[config.mk]
export PLATFORM = sky130hd
export DESIGN_NAME = alu_stim_sequencer
export DESIGN_NICKNAME = d
export VERILOG_FILES = /design/src/rtl/alu_seq_pkg.sv /design/src/rtl/alu_seq_fifo.sv /design/src/rtl/alu_stim_sequencer.sv
export SDC_FILE = /design/constraint.sdc
export NUM_CORES = 1
export LEC_CHECK = 0
export BUFFER_PORTS_ARGS = -buffer_cell sky130_fd_sc_hd__buf_2
export CAP_MARGIN = 5
export CORE_MARGIN = 5
export CORE_UTILIZATION = 57
export CTS_CLUSTER_SIZE = 8
export DETAILED_ROUTE_END_ITERATION = 8
export HOLD_SLACK_MARGIN = 0.12
export PLACE_DENSITY = 0.78
export SYNTH_ARGS = -nofsm -noshare
export SYNTH_HDL_FRONTEND = slang
export SYNTH_SLANG_ARGS = --single-unit
[constraint.sdc]
create_clock -name clock -period 3 [get_ports clock]
set_input_delay 0.15 -clock clock [delete_from_list [all_inputs] [get_ports clock]]
set_output_delay 0.15 -clock clock [all_outputs]
set_load 0.1 [all_outputs]
[src/rtl/alu_seq_pkg.sv]
// alu_seq_pkg: shared types and defaults for the alu stimulus sequencer.
//   seq_state_t : sequencer FSM states (IDLE, DRIVE, RESP)
//   seq_req_t   : request record {vec, count} at the default count width
//   SEQ_DEPTH / SEQ_COUNT_W : default request FIFO depth and count width
package alu_seq_pkg;

  localparam int SEQ_DEPTH   = 4;
  localparam int SEQ_COUNT_W = 4;

  typedef enum logic [1:0] {
    ST_IDLE  = 2'd0,
    ST_DRIVE = 2'd1,
    ST_RESP  = 2'd2
  } seq_state_t;

  typedef struct packed {
    logic [3:0]             vec;
    logic [SEQ_COUNT_W-1:0] count;
  } seq_req_t;

endpackage

[src/rtl/alu_seq_fifo.sv]
// alu_seq_fifo: synchronous FIFO, async active-low reset.
//   clock, reset_n : clock / async reset
//   push, din      : write strobe and data (ignored while full)
//   pop, dout      : read strobe (ignored while empty); dout shows the head entry
//   full, empty    : occupancy flags, decoded from the entry count
// DEPTH must be a power of two (>= 2) so the pointers wrap naturally.
module alu_seq_fifo #(
  parameter int DEPTH = 4,
  parameter int WIDTH = 8
) (
  input  logic             clock,
  input  logic             reset_n,
  input  logic             push,
  input  logic [WIDTH-1:0] din,
  input  logic             pop,
  output logic [WIDTH-1:0] dout,
  output logic             full,
  output logic             empty
);

  localparam int AW = $clog2(DEPTH);

  logic [WIDTH-1:0] mem [DEPTH];
  logic [AW-1:0]    wptr, rptr;
  logic [AW:0]      cnt;
  logic             do_push, do_pop;

  assign do_push = push && !full;
  assign do_pop  = pop && !empty;
  assign full    = (cnt == (AW+1)'(DEPTH));
  assign empty   = (cnt == '0);
  assign dout    = mem[rptr];

  always_ff @(posedge clock or negedge reset_n) begin
    if (!reset_n) begin
      wptr <= '0;
      rptr <= '0;
      cnt  <= '0;
    end else begin
      if (do_push) wptr <= wptr + AW'(1);
      if (do_pop)  rptr <= rptr + AW'(1);
      case ({do_push, do_pop})
        2'b10:   cnt <= cnt + (AW+1)'(1);
        2'b01:   cnt <= cnt - (AW+1)'(1);
        default: cnt <= cnt;
      endcase
    end
  end

  // Storage carries no reset: occupancy is tracked by cnt alone.
  always_ff @(posedge clock) begin
    if (do_push) mem[wptr] <= din;
  end

endmodule

[src/rtl/alu_stim_sequencer.sv]
// alu_stim_sequencer: queues stimulus requests and replays each 4-bit vector
// onto the alu for N cycles, counting cycles with alu_po0 high.
//   clock, reset_n        : clock / async active-low reset
//   req_valid/req_ready   : request handshake; req_ready = FIFO not full
//   req_vec, req_count    : vector {pi3..pi0} and burst length (0 means 1)
//   alu_pi                : registered drive to the alu, IDLE_VEC between bursts
//   alu_po0               : alu output, sampled on every DRIVE cycle
//   rsp_valid/rsp_ready   : response handshake, one response per request
//   rsp_hits              : DRIVE cycles that saw alu_po0 = 1
//   rsp_first             : (ALU_SEQ_FIRST_HIT_EN only) 0-based index of the
//                           first hit, all-ones when there was none
//   busy                  : state not IDLE or FIFO non-empty
// Optional feature macro: ALU_SEQ_FIRST_HIT_EN.
module alu_stim_sequencer
  import alu_seq_pkg::*;
#(
  parameter int         DEPTH    = SEQ_DEPTH,
  parameter int         COUNT_W  = SEQ_COUNT_W,
  parameter logic [3:0] IDLE_VEC = 4'b0000
) (
  input  logic               clock,
  input  logic               reset_n,
  input  logic               req_valid,
  output logic               req_ready,
  input  logic [3:0]         req_vec,
  input  logic [COUNT_W-1:0] req_count,
  output logic [3:0]         alu_pi,
  input  logic               alu_po0,
  output logic               rsp_valid,
  input  logic               rsp_ready,
  output logic [COUNT_W-1:0] rsp_hits,
`ifdef ALU_SEQ_FIRST_HIT_EN
  output logic [COUNT_W-1:0] rsp_first,
`endif
  output logic               busy
);

  // Request record at the configured count width.
  typedef struct packed {
    logic [3:0]         vec;
    logic [COUNT_W-1:0] count;
  } req_t;

  req_t               fifo_din, fifo_dout;
  logic               fifo_full, fifo_empty;
  logic               pop;
  seq_state_t         state;
  logic [COUNT_W-1:0] remaining;
  logic [COUNT_W-1:0] hits;

  assign fifo_din  = {req_vec, req_count};
  assign req_ready = !fifo_full;
  // The FIFO count is registered, so a push into an empty FIFO is seen
  // (and popped) one cycle later.
  assign pop       = (state == ST_IDLE) && !fifo_empty;
  assign busy      = (state != ST_IDLE) || !fifo_empty;
  // hits is frozen from the last DRIVE edge until the next pop.
  assign rsp_hits  = hits;

  alu_seq_fifo #(
    .DEPTH(DEPTH),
    .WIDTH($bits(req_t))
  ) u_fifo (
    .clock  (clock),
    .reset_n(reset_n),
    .push   (req_valid && req_ready),
    .din    (fifo_din),
    .pop    (pop),
    .dout   (fifo_dout),
    .full   (fifo_full),
    .empty  (fifo_empty)
  );

  always_ff @(posedge clock or negedge reset_n) begin
    if (!reset_n) begin
      state     <= ST_IDLE;
      alu_pi    <= IDLE_VEC;
      rsp_valid <= 1'b0;
      remaining <= '0;
      hits      <= '0;
    end else begin
      case (state)
        ST_IDLE: begin
          if (!fifo_empty) begin
            alu_pi    <= fifo_dout.vec;
            remaining <= (fifo_dout.count == '0) ? COUNT_W'(1) : fifo_dout.count;
            hits      <= '0;
            state     <= ST_DRIVE;
          end
        end
        ST_DRIVE: begin
          hits      <= hits + COUNT_W'(alu_po0);
          remaining <= remaining - COUNT_W'(1);
          // Last driven cycle: release the alu on the same edge.
          if (remaining == COUNT_W'(1)) begin
            alu_pi    <= IDLE_VEC;
            rsp_valid <= 1'b1;
            state     <= ST_RESP;
          end
        end
        ST_RESP: begin
          // Always back through IDLE, which leaves one idle cycle between bursts.
          if (rsp_ready) begin
            rsp_valid <= 1'b0;
            state     <= ST_IDLE;
          end
        end
        default: state <= ST_IDLE;
      endcase
    end
  end

`ifdef ALU_SEQ_FIRST_HIT_EN
  logic [COUNT_W-1:0] first_q;
  logic [COUNT_W-1:0] idx_q;

  // Index stays below 2^COUNT_W-1, so all-ones is free to mean "no hit".
  always_ff @(posedge clock or negedge reset_n) begin
    if (!reset_n) begin
      first_q <= '1;
      idx_q   <= '0;
    end else if (pop) begin
      first_q <= '1;
      idx_q   <= '0;
    end else if (state == ST_DRIVE) begin
      idx_q <= idx_q + COUNT_W'(1);
      if (alu_po0 && (hits == '0)) first_q <= idx_q;
    end
  end

  assign rsp_first = first_q;
`endif

endmodule
# After elaboration in Yosys (flattened, before gate mapping)
# Memories as Yosys holds them, arrays and structs flattened.
# Index checks and enable logic that the tools add are counted.
# classes
addsub	6
mul	0
n_div	0
magnitude_cmp	0
eq_ne	9
n_shift	0
n_mux	18
bitwise_logic	0
n_reduce_logical	18
# ops
cell	n
one-hot mux 4 bit (2 select lines)	3
two-way mux 4 bit	5
AND reduction 3 bit	3
nonzero test 2 bit	4
two-way mux 2 bit	3
!= test 2 bit (second input constant)	3
one-hot mux 2 bit (3 select lines)	1
one-hot mux 3 bit (2 select lines)	1
adder 2 x 1 -> 2 bit (second input constant)	2
adder 4 x 1 -> 4 bit	1
== test 2 x 1 -> 1 bit (second input constant)	2
== test 2 bit (second input constant)	2
== test 4 x 1 -> 1 bit (second input constant)	1
logical AND 1 bit	4
logical NOT 4 bit	1
two-way mux 1 bit	4
subtractor 4 x 1 -> 4 bit (second input constant)	1
adder 3 x 1 -> 3 bit (second input constant)	1
== test 3 bit (second input constant)	1
logical NOT 3 bit	1
subtractor 3 x 1 -> 3 bit (second input constant)	1
logical NOT 1 bit	2
logical NOT 2 bit	1
one-hot mux 1 bit (2 select lines)	1
other kinds (2)	2
# word_totals
reg_bits	22
latch_bits	0
ramBits	32
mem_bits_ro	0
inputBits	13
out_inout_bits	11
wordCells	60
memories	1
# memory_table
memory	words	width	rd	rd_clocked_by_memory_dff	wr	line_no	text
u_fifo.mem	4	8	1	0	1	alu_seq_fifo.sv:23	logic [WIDTH-1:0] mem [DEPTH];

# Logic depth before layout (Yosys ltp)
# Gate-level depths: netlist of the first run.
# logic_depth
ltp_word	6
ltp_mapped	8

# Cells and area by module
# From an unflattened synthesis of the first run, not the netlist that was laid out.
# unflattened
hier_cells	159
area_unflattened_um2	2398.6
# modules_own_cells
mod	instances	cells_each	area_per_inst_um2
alu_seq_fifo	1	80	1584.0
alu_stim_sequencer	1	79	814.5

# Least setup slack after synthesis of the first run
# Ideal clock, no wire load.
# synth_path
path_kind	flip-flop to flip-flop
startpoint	reg u_fifo.cnt[0]
endpoint	reg u_fifo.cnt[1]
setup_time_ps	125
arrival_time_ps	2514
t_required_ps	2875
setup_slack_ps	361
path_stages_with_launch	7
path_buffers	0
period_less_slack_ps	2639
cell_sequence	dfrtp_1 > or3b_1 > and2_1 > inv_1 > ha_1 > fa_1 > mux2_2
# synth_via
elab_chain_cells	6
elab_cells_between_ends	14
cone_classes	add/sub (2); eq/ne (3); mux (1); reduce/logical (8)
# synth_lines
item	line_no	text
start, declared	alu_seq_fifo.sv:25	logic [AW:0] cnt;
start signal, assigned	alu_seq_fifo.sv:43	2'b10: cnt <= cnt + (AW+1)'(1);
start signal, assigned	alu_seq_fifo.sv:44	2'b01: cnt <= cnt - (AW+1)'(1);
start signal, assigned	alu_seq_fifo.sv:45	default: cnt <= cnt;
== test 3 bit *	alu_seq_fifo.sv:30	assign full = (cnt == (AW+1)'(DEPTH));
logical NOT 1 bit *	alu_stim_sequencer.sv:52	assign req_ready = !fifo_full;
named net req_ready	alu_stim_sequencer.sv:24	output logic req_ready,
logical AND 1 bit	alu_stim_sequencer.sv:66	.push (req_valid && req_ready),
logical AND 1 bit *	alu_seq_fifo.sv:28	assign do_push = push && !full;
== test 2 x 1 -> 1 bit or == test 2 bit (tied branches)	alu_seq_fifo.sv:42	case ({do_push, do_pop})
one-hot mux 3 bit (2 select lines) or nonzero test 2 bit (tied branches)	--	
# Mark *: on every way through the listed nets, which the timed path passes. The rest lies on a longest branch.
# A chain may end at the register's enable or synchronous reset.

# Worst setup path in the final report of the first run
# layout_path
startpoint	reg u_fifo.cnt[0]
endpoint	reg u_fifo.cnt[2]
# layout_via
elab_chain_cells	6
elab_cells_between_ends	14
cone_classes	add/sub (2); eq/ne (3); mux (1); reduce/logical (8)
# layout_lines
item	line_no	text
logical NOT 3 bit *	alu_seq_fifo.sv:31	assign empty = (cnt == '0);
logical NOT 1 bit *	alu_seq_fifo.sv:29, alu_stim_sequencer.sv:55	
logical AND 1 bit	alu_stim_sequencer.sv:55	assign pop = (state == ST_IDLE) && !fifo_empty;
logical AND 1 bit *	alu_seq_fifo.sv:29	assign do_pop = pop && !empty;
named net u_fifo.do_pop	alu_seq_fifo.sv:26	logic do_push, do_pop;
== test 2 x 1 -> 1 bit or == test 2 bit (tied branches)	alu_seq_fifo.sv:42	
one-hot mux 3 bit (2 select lines) or nonzero test 2 bit (tied branches)	--	
# Marks and branches as above.

==> metrics.cfg, run 1 <==
[logic_synthesis]
synth_area_per_cell_um2=15.85
synth_seq_area_share_pct=65.30
synth_top_area_cell=edfxtp_1
synth_flop_cell=edfxtp_1
yosys.area.top_type_share_pct=41.51
yosys-top-cells-area=edfxtp_1 42%, dfrtp_1 24%, mux4_1 6.8%
synthCells=146
synthArstFlopShare_pct=40.74
synth_warnings=0
synth_edf_count=32
ys_types=39
ys_seq_elements=54
syn_nets=169
netlist_area_mm2=0.002315

[clocking]
cts_setup_buffers=0
numCtsBuffers=5
clockBufferDepth=2
hold_buffers=10
cts_resized=0
tritoncts=yes
root_buffer=clkbuf_8
cts_max_level=2
path_clk_slew_ps=90
clock_sinks=54
clk_latency_ps=300

[worst_setup_path]
worst-path-buf-inv=1
startpoint=u_fifo.cnt[0]
required_ps=3220
cp-start-kind=flip-flop
crit_chain=or3_1, nand2_1, inv_2, ha_1, fa_1, xnor2_1, nor2_1, xor2_1
cp_max_fo=8
worstSetupEndpointType=flip-flop
cpLargestDelayFamily=simple AND/OR/NAND/NOR gates
cp_slowest_cell=or3_1
r2r_start=u_fifo.cnt[0]
arrival_ps=2570
slowest_delay_ps=470
worstSetupPathType=reg -> reg

[global_route]
grt_max_degree=23
grt_pass1_wl_mm=6.955
antenna_found_initial=0
grt_usage_pct=17.30
grt_pass1_vias=1444
grt-ovfl-total=0

[final_layout]
layout.nets=207
final_cell_mix=32 x edfxtp_1, 23 x buf_2, 22 x dfrtp_1, 10 x dlygate4sd3_1
drive_gt1_share_pct=20.00
syn_to_final_growth_pct=15.03
design_area_mm2=0.002663
n_antenna_cell=0
fillers=275
final_common_cell=edfxtp_1

[die]
die_w_um=73.73
dieArea_mm2=0.005435
dieHeight_um=73.73
rows=23
core_mm2=0.003971
pin_count=24
start_util_pct=58.29

[sta]
drv_slew=0
worst_slack_ps=648.4
finalHoldViolCount=0
min_period_ps=2352
maxSlewHeadroom_pct=57.14
max_freq_mhz=425.2
fin_hold_ws_ps=195.9
setup_violations=0
finalCritPeriodShare_pct=78.39
fin_tns_setup_ps=0
worst-slew-pin-transition_ps=638.0
final.setup_skew_ps=8.269
rsz0062_at_grt=false

[power_and_ir_drop]
finalPower_w=0.002952
share_comb_of_total_power_pct=45.4
internal_power_w=0.001651
p_switching_w=0.001301
power_frac_seq_pct=41.8
peakVddDrop_mv=0.5115
swShare_pct=44.08
power_density_mw_per_mm2=1109
p_leak_nw=1.091
clockPowerShare_pct=12.8

[drt]
num_vias=1327
viasPerCell=5.647
drc=0
ant_nets=0
wl_per_cell_um=17.68
dr.pass1.iters=4
first_iter_violations=115
postRouteWirelength_mm=4.155

[placement]
place_area_mm2=0.002477
hpwl_mm=3.034
place_congestion=0.7757
port_buffers=23
post-place-ws_ps=652.2

[run_status]
status=completed

[worst_hold_path]
hp-start=alu_po0
hold_path.class=in -> reg

[job]
maxCapViolCount=0

## worst reg2reg max path, stage by stage (launching register included)
cell and delay (ps):
dfrtp_1 460, or3_1 470, nand2_1 160, inv_2 110, ha_1 250, fa_1 390, xnor2_1 130, nor2_1 120
xor2_1 180
## cells by family after synthesis
logic type | Yosys count | share of synthesized area [%]
DFF | 54 | 65.30
and+or+nand+nor | 35 | 8.055
AOI/OAI and AO/OA | 20 | 6.270
muxes | 12 | 10.59
adders and majority gates | 10 | 5.730
buffers and inverters | 9 | 1.783
xor gates and xnor gates | 6 | 2.270
## sequential cells by signal, summed over array words and instances, names as in the netlist
name         count
remaining        4
u_fifo.wptr      2
u_fifo.cnt       3
rsp_valid        1
rsp_hits         4
u_fifo.mem      32
u_fifo.rptr      2
state            2
alu_pi           4
## final timing paths
kind / cells past startpoint / end / slack, ps
setup / recovery: 8 / u_fifo.cnt[2] / 650
hold / removal: 4 / rsp_hits[0] / 200
setup reg to reg: 8 / u_fifo.cnt[2] / 650
hold reg to reg: 1 / rsp_hits[3] / 500
max in group asynchronous: 2 / alu_pi[0] / 2320
min in group asynchronous: 2 / remaining[1] / 340
## metrics by stage
stage	instances	util (%)
global placement	217	62.38
floorplan	146	-
global route	235	67.04
finish	235	67.04
detailed placement	217	62.38
CTS	235	67.04
## power by group through the flow
stage / Clock (W) / Combinational (W) / Sequential, W
5_1_grt: 0.000419 / 0.00145 / 0.00126
3_3_place_gp: 0 / 0.00127 / 0.00123
2_1_floorplan: 0 / 0.000778 / 0.00150
6_report: 0.000377 / 0.00134 / 0.00123
3_5_place_dp: 0 / 0.00134 / 0.00125
4_1_cts: 0.000386 / 0.00136 / 0.00123
## cells in the mapped netlist, types with 2 or more instances
library cell / count
nor3_1: 3
nand2_1: 9
o21ai_0: 6
o211ai_1: 3
dfrtp_1: 22
nor2_1: 3
mux4_1: 6
o21ai_1: 2
mux2i_1: 2
nand3_1: 3
ha_1: 9
mux4_2: 2
edfxtp_1: 32
xnor2_1: 5
nand2b_1: 2
and3_1: 4
or3_1: 3
inv_1: 6
a22o_1: 4
## cell type report
type | count | area (µm²) | area share, %
timing repair buffer | 33 | 215.2 | 8.083
tap | 50 | 62.56 | 2.350
multi-input combinational | 83 | 762.0 | 28.62
clock inverter | 3 | 16.27 | 0.6109
clock buffer | 5 | 68.82 | 2.585
sequential | 54 | 1511 | 56.77
inverter | 7 | 26.28 | 0.9868
## layer usage
metal / global-route usage, % / share of wire, % / vias up
li1: - / - / 634
met5: 0 / 0 / -
met1: 20.99 / 42 / 661
met4: 5.231 / 1.7 / 0
met3: 3.557 / 3.7 / 6
met2: 30.81 / 53 / 26
Note: power is estimated with default switching activity, not from simulation.
==> run 2: changes to the inputs <==
ABC_AREA = 1   (was not set)
CORE_UTILIZATION = 58   (was 57)
clock period = 2.25 ns   (was 3 ns; I/O delays follow)
==> run 2 against run 1 <==
- worst hold slack got worse by 56 ps
- die area increased by 2.6%
- non-clock buffer count increased by 6
- utilization increased by 2.2 points
- clock power increased by 36%
- sequential share of layout area decreased by 2.6 points
- cell count increased by 32%
- global-route usage increased by 0.56 points
- power increased by 39%
- synthesized cell count increased by 50%
- critical endpoint unchanged
==> metrics.cfg, run 2 <==
[clocking]
numCtsBuffers=5
cts_max_level=2
tritoncts=yes
cts_resized=0
path_clk_slew_ps=100
clock_sinks=54
root_buffer=clkbuf_8
clockBufferDepth=2
cts_setup_buffers=0
clk_latency_ps=300

[logic_synthesis]
synth_seq_area_share_pct=62.33
synthCells=219
synth_edf_count=32
synth_area_per_cell_um2=11.07
synthArstFlopShare_pct=40.74
synth_warnings=0
synth_top_area_cell=edfxtp_1
syn_nets=242
yosys-top-cells-count=48 x nand2_1, 40 x nand3_1, 32 x edfxtp_1
synth.most_common_cell=nand2_1
yosys-top-cells-area=edfxtp_1 40%, dfrtp_1 23%, nand3_1 8.3%
ys_seq_elements=54
synth_flop_cell=edfxtp_1
yosys.area.top_type_share_pct=39.63
ys_types=28
netlist_area_mm2=0.002425

[final_layout]
largest_register_ffs=32
multi_input_area_um2=777.0
largest-register=u_fifo.mem
n_antenna_cell=0
final_common_cell=nand2_1
fin_util_pct=69.22
layout.nets=283
design_area_mm2=0.002789
drive_gt1_share_pct=19.16
syn_to_final_growth_pct=15.02
ff_latch_area_mm2=0.001511
fillers=311
final_cell_mix=48 x nand2_1, 39 x nand3_1, 32 x edfxtp_1, 23 x buf_2, 22 x dfrtp_1

[worst_setup_path]
worstSetupEndpointType=flip-flop
crit_chain=inv_1, nand3_1, nand2_4, inv_2, ha_1, fa_1, a21oi_1, o21ai_0, xor2_1
startpoint=u_fifo.cnt[1]
cp-start-kind=flip-flop
cp_max_fo=8
worstSetupPathType=reg -> reg
slowest_delay_ps=410
required_ps=2430
worst-path-buf-inv=2
cp_slowest_cell=dfrtp_1
arrival_ps=2180
cpLargestDelayFamily=adder cells
r2r_start=u_fifo.cnt[1]

[run_status]
status=completed

[drt]
dr.pass1.iters=4
first_iter_violations=114
wl_per_cell_um=14.17
num_vias=1618
viasPerCell=5.203
ant_nets=0
postRouteWirelength_mm=4.406
drc=0

[power_and_ir_drop]
clockPowerShare_pct=12.4
power_density_mw_per_mm2=1475
internal_power_w=0.002139
p_leak_nw=1.244
swShare_pct=48.00
share_comb_of_total_power_pct=48.9
power_frac_seq_pct=38.7
peakVddDrop_mv=0.6901
p_switching_w=0.001974

[sta]
max_freq_mhz=502.1
maxSlewHeadroom_pct=65.56
rsz0062_at_grt=false
drv_slew=0
setup_violations=0
finalHoldViolCount=0
fin_tns_setup_ps=0
worst_slack_ps=258.5
min_period_ps=1991
worst-slew-pin-transition_ps=516.6
fin_hold_ws_ps=139.6
final.setup_skew_ps=9.117
finalCritPeriodShare_pct=88.51

[die]
dieHeight_um=74.66
start_util_pct=60.19
core_mm2=0.004029
rows=23
dieArea_mm2=0.005574
pin_count=24
die_w_um=74.66

[job]
maxCapViolCount=0

[global_route]
grt_max_degree=23
grt_pass1_vias=1645
grt_usage_pct=17.85
grt_pass1_wl_mm=7.445
grt-ovfl-total=0
antenna_found_initial=0

[placement]
place_area_mm2=0.002604
port_buffers=23
post-place-ws_ps=265.7
hpwl_mm=3.038
place_congestion=0.7388

[worst_hold_path]
hold_path.class=in -> reg
hp-start=alu_po0

==> run 2: cell count changes in the layout (fill, tap and decap cells not counted), moves of 4 or more <==
cell	delta
nand2_1	+39
nand3_1	+36
inv_1	+13
a21oi_1	+7
nor2_1	+7
buf_4	+6
mux4_1	-6
a22o_1	-4
and3_1	-4
xnor2_1	-4
==> run 2: metrics by stage <==
stage / power, W / cells
global placement: 0.003557 / 293
detailed placement: 0.003625 / 293
floorplan: 0.003226 / 219
CTS: 0.004150 / 311
finish: 0.004114 / 311
global route: 0.004430 / 311
==> run 2: timing repair <==
action,in CTS,in global routing
hold endpoints to repair,55,0
hold buffers,10,0
setup endpoints to repair,0,0
==> run 2: cells by family after synthesis <==
group | synth area share, %
adders and majority gates | 5.470
and+or+nand+nor | 21.72
xor gates and xnor gates | 1.445
buffers and inverters | 5.830
AOI/OAI and AO/OA | 3.199
DFF | 62.33
==> run 2: final cells by class <==
| type | instances | share of cell area (%) |
|---|---|---|
| sequential | 54 | 54.19 |
| multi-input combinational | 137 | 27.86 |
| timing repair buffer | 39 | 9.332 |
| inverter | 23 | 3.320 |
| clock buffer | 5 | 2.467 |
| tap | 50 | 2.243 |
| clock inverter | 3 | 0.5832 |
==> run 2: final timing paths <==
kind	cells after the start	endpoint	slack (ps)
worst max-delay path	9	u_fifo.cnt[2]	260
max in group asynchronous	2	u_fifo.rptr[0]	1590
min in group asynchronous	2	u_fifo.cnt[2]	300
worst min register to register	1	rsp_hits[3]	480
worst min-delay path	4	rsp_hits[0]	140
worst max register to register	9	u_fifo.cnt[2]	260
==> run 2: worst register-to-register path, cell delays in order (launching register included) <==
cell and delay (ps):
dfrtp_1 410, inv_1 130, nand3_1 140, nand2_4 80, inv_2 80, ha_1 240
fa_1 390, a21oi_1 130, o21ai_0 120, xor2_1 160
==> run 2: power by group through the flow <==
stage,Combinational [W],Sequential [W],Clock [W]
2_1_floorplan,0.00120,0.00202,0
3_3_place_gp,0.00196,0.00160,0
3_5_place_dp,0.00201,0.00162,0
4_1_cts,0.00203,0.00159,0.000527
5_1_grt,0.00224,0.00163,0.000563
6_report,0.00201,0.00159,0.000511
==> run 2: metal layers <==
metal / global-route usage [%] / vias to the layer above / wire length (µm)
met5: 0 / - / 0
met4: 5.731 / 0 / 44
met3: 5.207 / 5 / 177
met2: 31.02 / 26 / 2210
met1: 21.44 / 769 / 1974
li1: - / 818 / -
==> run 3: changes to the inputs <==
ABC_AREA = not set   (was 1)
CORE_UTILIZATION = 57   (was 58)
==> run 3 against run 2 <==
- sequential share of layout area is 1.5 points higher
- power fell by 2.4%
- highest routed layer unchanged
- critical path type unchanged
- non-clock buffer count unchanged
==> metrics.cfg, run 3 (synthesized netlist as in run 1, its figures left out) <==
[worst_setup_path]
startpoint=u_fifo.cnt[0]
worstSetupPathType=reg -> reg
r2r_start=u_fifo.cnt[0]
required_ps=2480
reg2regPathDepth=8
worstSetupEndpointType=flip-flop
arrival_ps=2350
cp-start-kind=flip-flop
cp_max_fo=8

[final_layout]
n_antenna_cell=0
final_common_cell=edfxtp_1
largest-register=u_fifo.mem
design_area_mm2=0.002718
largest_register_ffs=32
finalNonFillerCells=241
syn_to_final_growth_pct=17.41
drive_gt1_share_pct=25.13
layout.nets=213
final_cell_mix=32 x edfxtp_1, 23 x buf_2, 20 x dfrtp_1, 10 x dlygate4sd3_1, 9 x nand2_1

[worst_hold_path]
hold_depth=4
hp-start=alu_po0
hold_path.class=in -> reg

[drt]
postRouteWirelength_mm=4.093
wl_per_cell_um=16.98
viasPerCell=5.668
drc=0
num_vias=1366
dr.pass1.iters=4
ant_nets=0
first_iter_violations=122

[placement]
hpwl_mm=2.918
place_area_mm2=0.002512
placedCellCount=221
port_buffers=23
place_congestion=0.8991

[power_and_ir_drop]
power_density_mw_per_mm2=1478
p_leak_nw=1.118
finalPower_w=0.004017
peakVddDrop_mv=0.6846

[die]
die_w_um=73.73
core_mm2=0.003971
dieArea_mm2=0.005435
dieHeight_um=73.73
rows=23
start_util_pct=58.29
pin_count=24

[global_route]
grt_pass1_wl_mm=7.079
grt_pass1_vias=1473
grt-ovfl-total=0
grt_max_degree=23
grt_usage_pct=17.68
antenna_found_initial=0

[clocking]
numCtsBuffers=5
clockBufferDepth=2
tritoncts=yes
root_buffer=clkbuf_8
cts_max_level=2
clk_latency_ps=310
clock_sinks=54
path_clk_slew_ps=90

[job]
maxCapViolCount=0

[sta]
rsz0062_at_grt=false
min_period_ps=2114
max_freq_mhz=473.0
maxSlewHeadroom_pct=63.05
setup_violations=0
worst-slew-pin-transition_ps=550.0
finalHoldViolCount=0
fin_tns_setup_ps=0
finalCritPeriodShare_pct=93.96
drv_slew=0
final.setup_skew_ps=10.00

[run_status]
status=completed

## run 3: cell types whose count changed in the layout (fill, tap and decap cells not counted), moves of 4 or more
cell     before  now
inv_1        19    6
a22o_1        0    4
nand3_1      39    3
nand2_1      48    9
a21oi_1       7    0
and3_1        0    4
nor2_1       10    3
xnor2_1       1    5
mux4_1        0    6
## run 3: layout make-up
class	count	area, µm²
sequential	54	1514
tap	50	62.56
timing repair buffer	39	260.3
clock inverter	3	16.27
multi-input combinational	83	769.5
fill	266	1254
clock buffer	5	68.82
inverter	7	26.28
## run 3: repair_timing
action,in CTS,in global routing
setup endpoints to repair,0,1
resized for setup,0,3
hold buffers,10,0
hold endpoints to repair,56,0
buffers inserted,0,2
## run 3: critical path: stages (launching register included)
cell	delay [ps]
dfrtp_2	430
or3_1	390
nand2_1	110
inv_2	90
ha_2	220
fa_1	380
xnor2_1	140
nor2_1	120
xor2_1	160
## run 3: per-layer routing
| layer | routed length [µm] | global-route usage [%] | part of all wire, % |
|---|---|---|---|
| met1 | 1716 | 21.83 | 42 |
| met2 | 2130 | 30.41 | 52 |
| met3 | 183 | 4.104 | 4.5 |
| met4 | 63 | 6.036 | 1.5 |
| met5 | 0 | 0 | 0 |
## run 3: final timing paths
kind                                 end  slack [ps]
min in group asynchronous    rsp_hits[0]         300
max in group asynchronous  u_fifo.cnt[1]        1580
hold reg to reg              rsp_hits[3]         500
setup reg to reg           u_fifo.cnt[2]         140
hold / removal               rsp_hits[0]         150
setup / recovery           u_fifo.cnt[2]         140
## run 3: per-stage QoR
stage               hold WS, ps  util (%)  setup slack (ps)
floorplan                -183.1         -             24.01
global placement          94.22     63.26             151.5
detailed placement        108.9     63.26             59.48
CTS                       146.3     67.93             36.23
global route              163.7     68.43             19.68
finish                    150.4     68.43             135.9
## run 3: report_power, final
group | total (W) | leakage [nW] | internal [W] | switching, W
clock network | 0.000512 | 0.0416 | 0.000213 | 0.000299
logic | 0.00188 | 0.519 | 0.000693 | 0.00119
registers | 0.00163 | 0.558 | 0.00138 | 0.000244
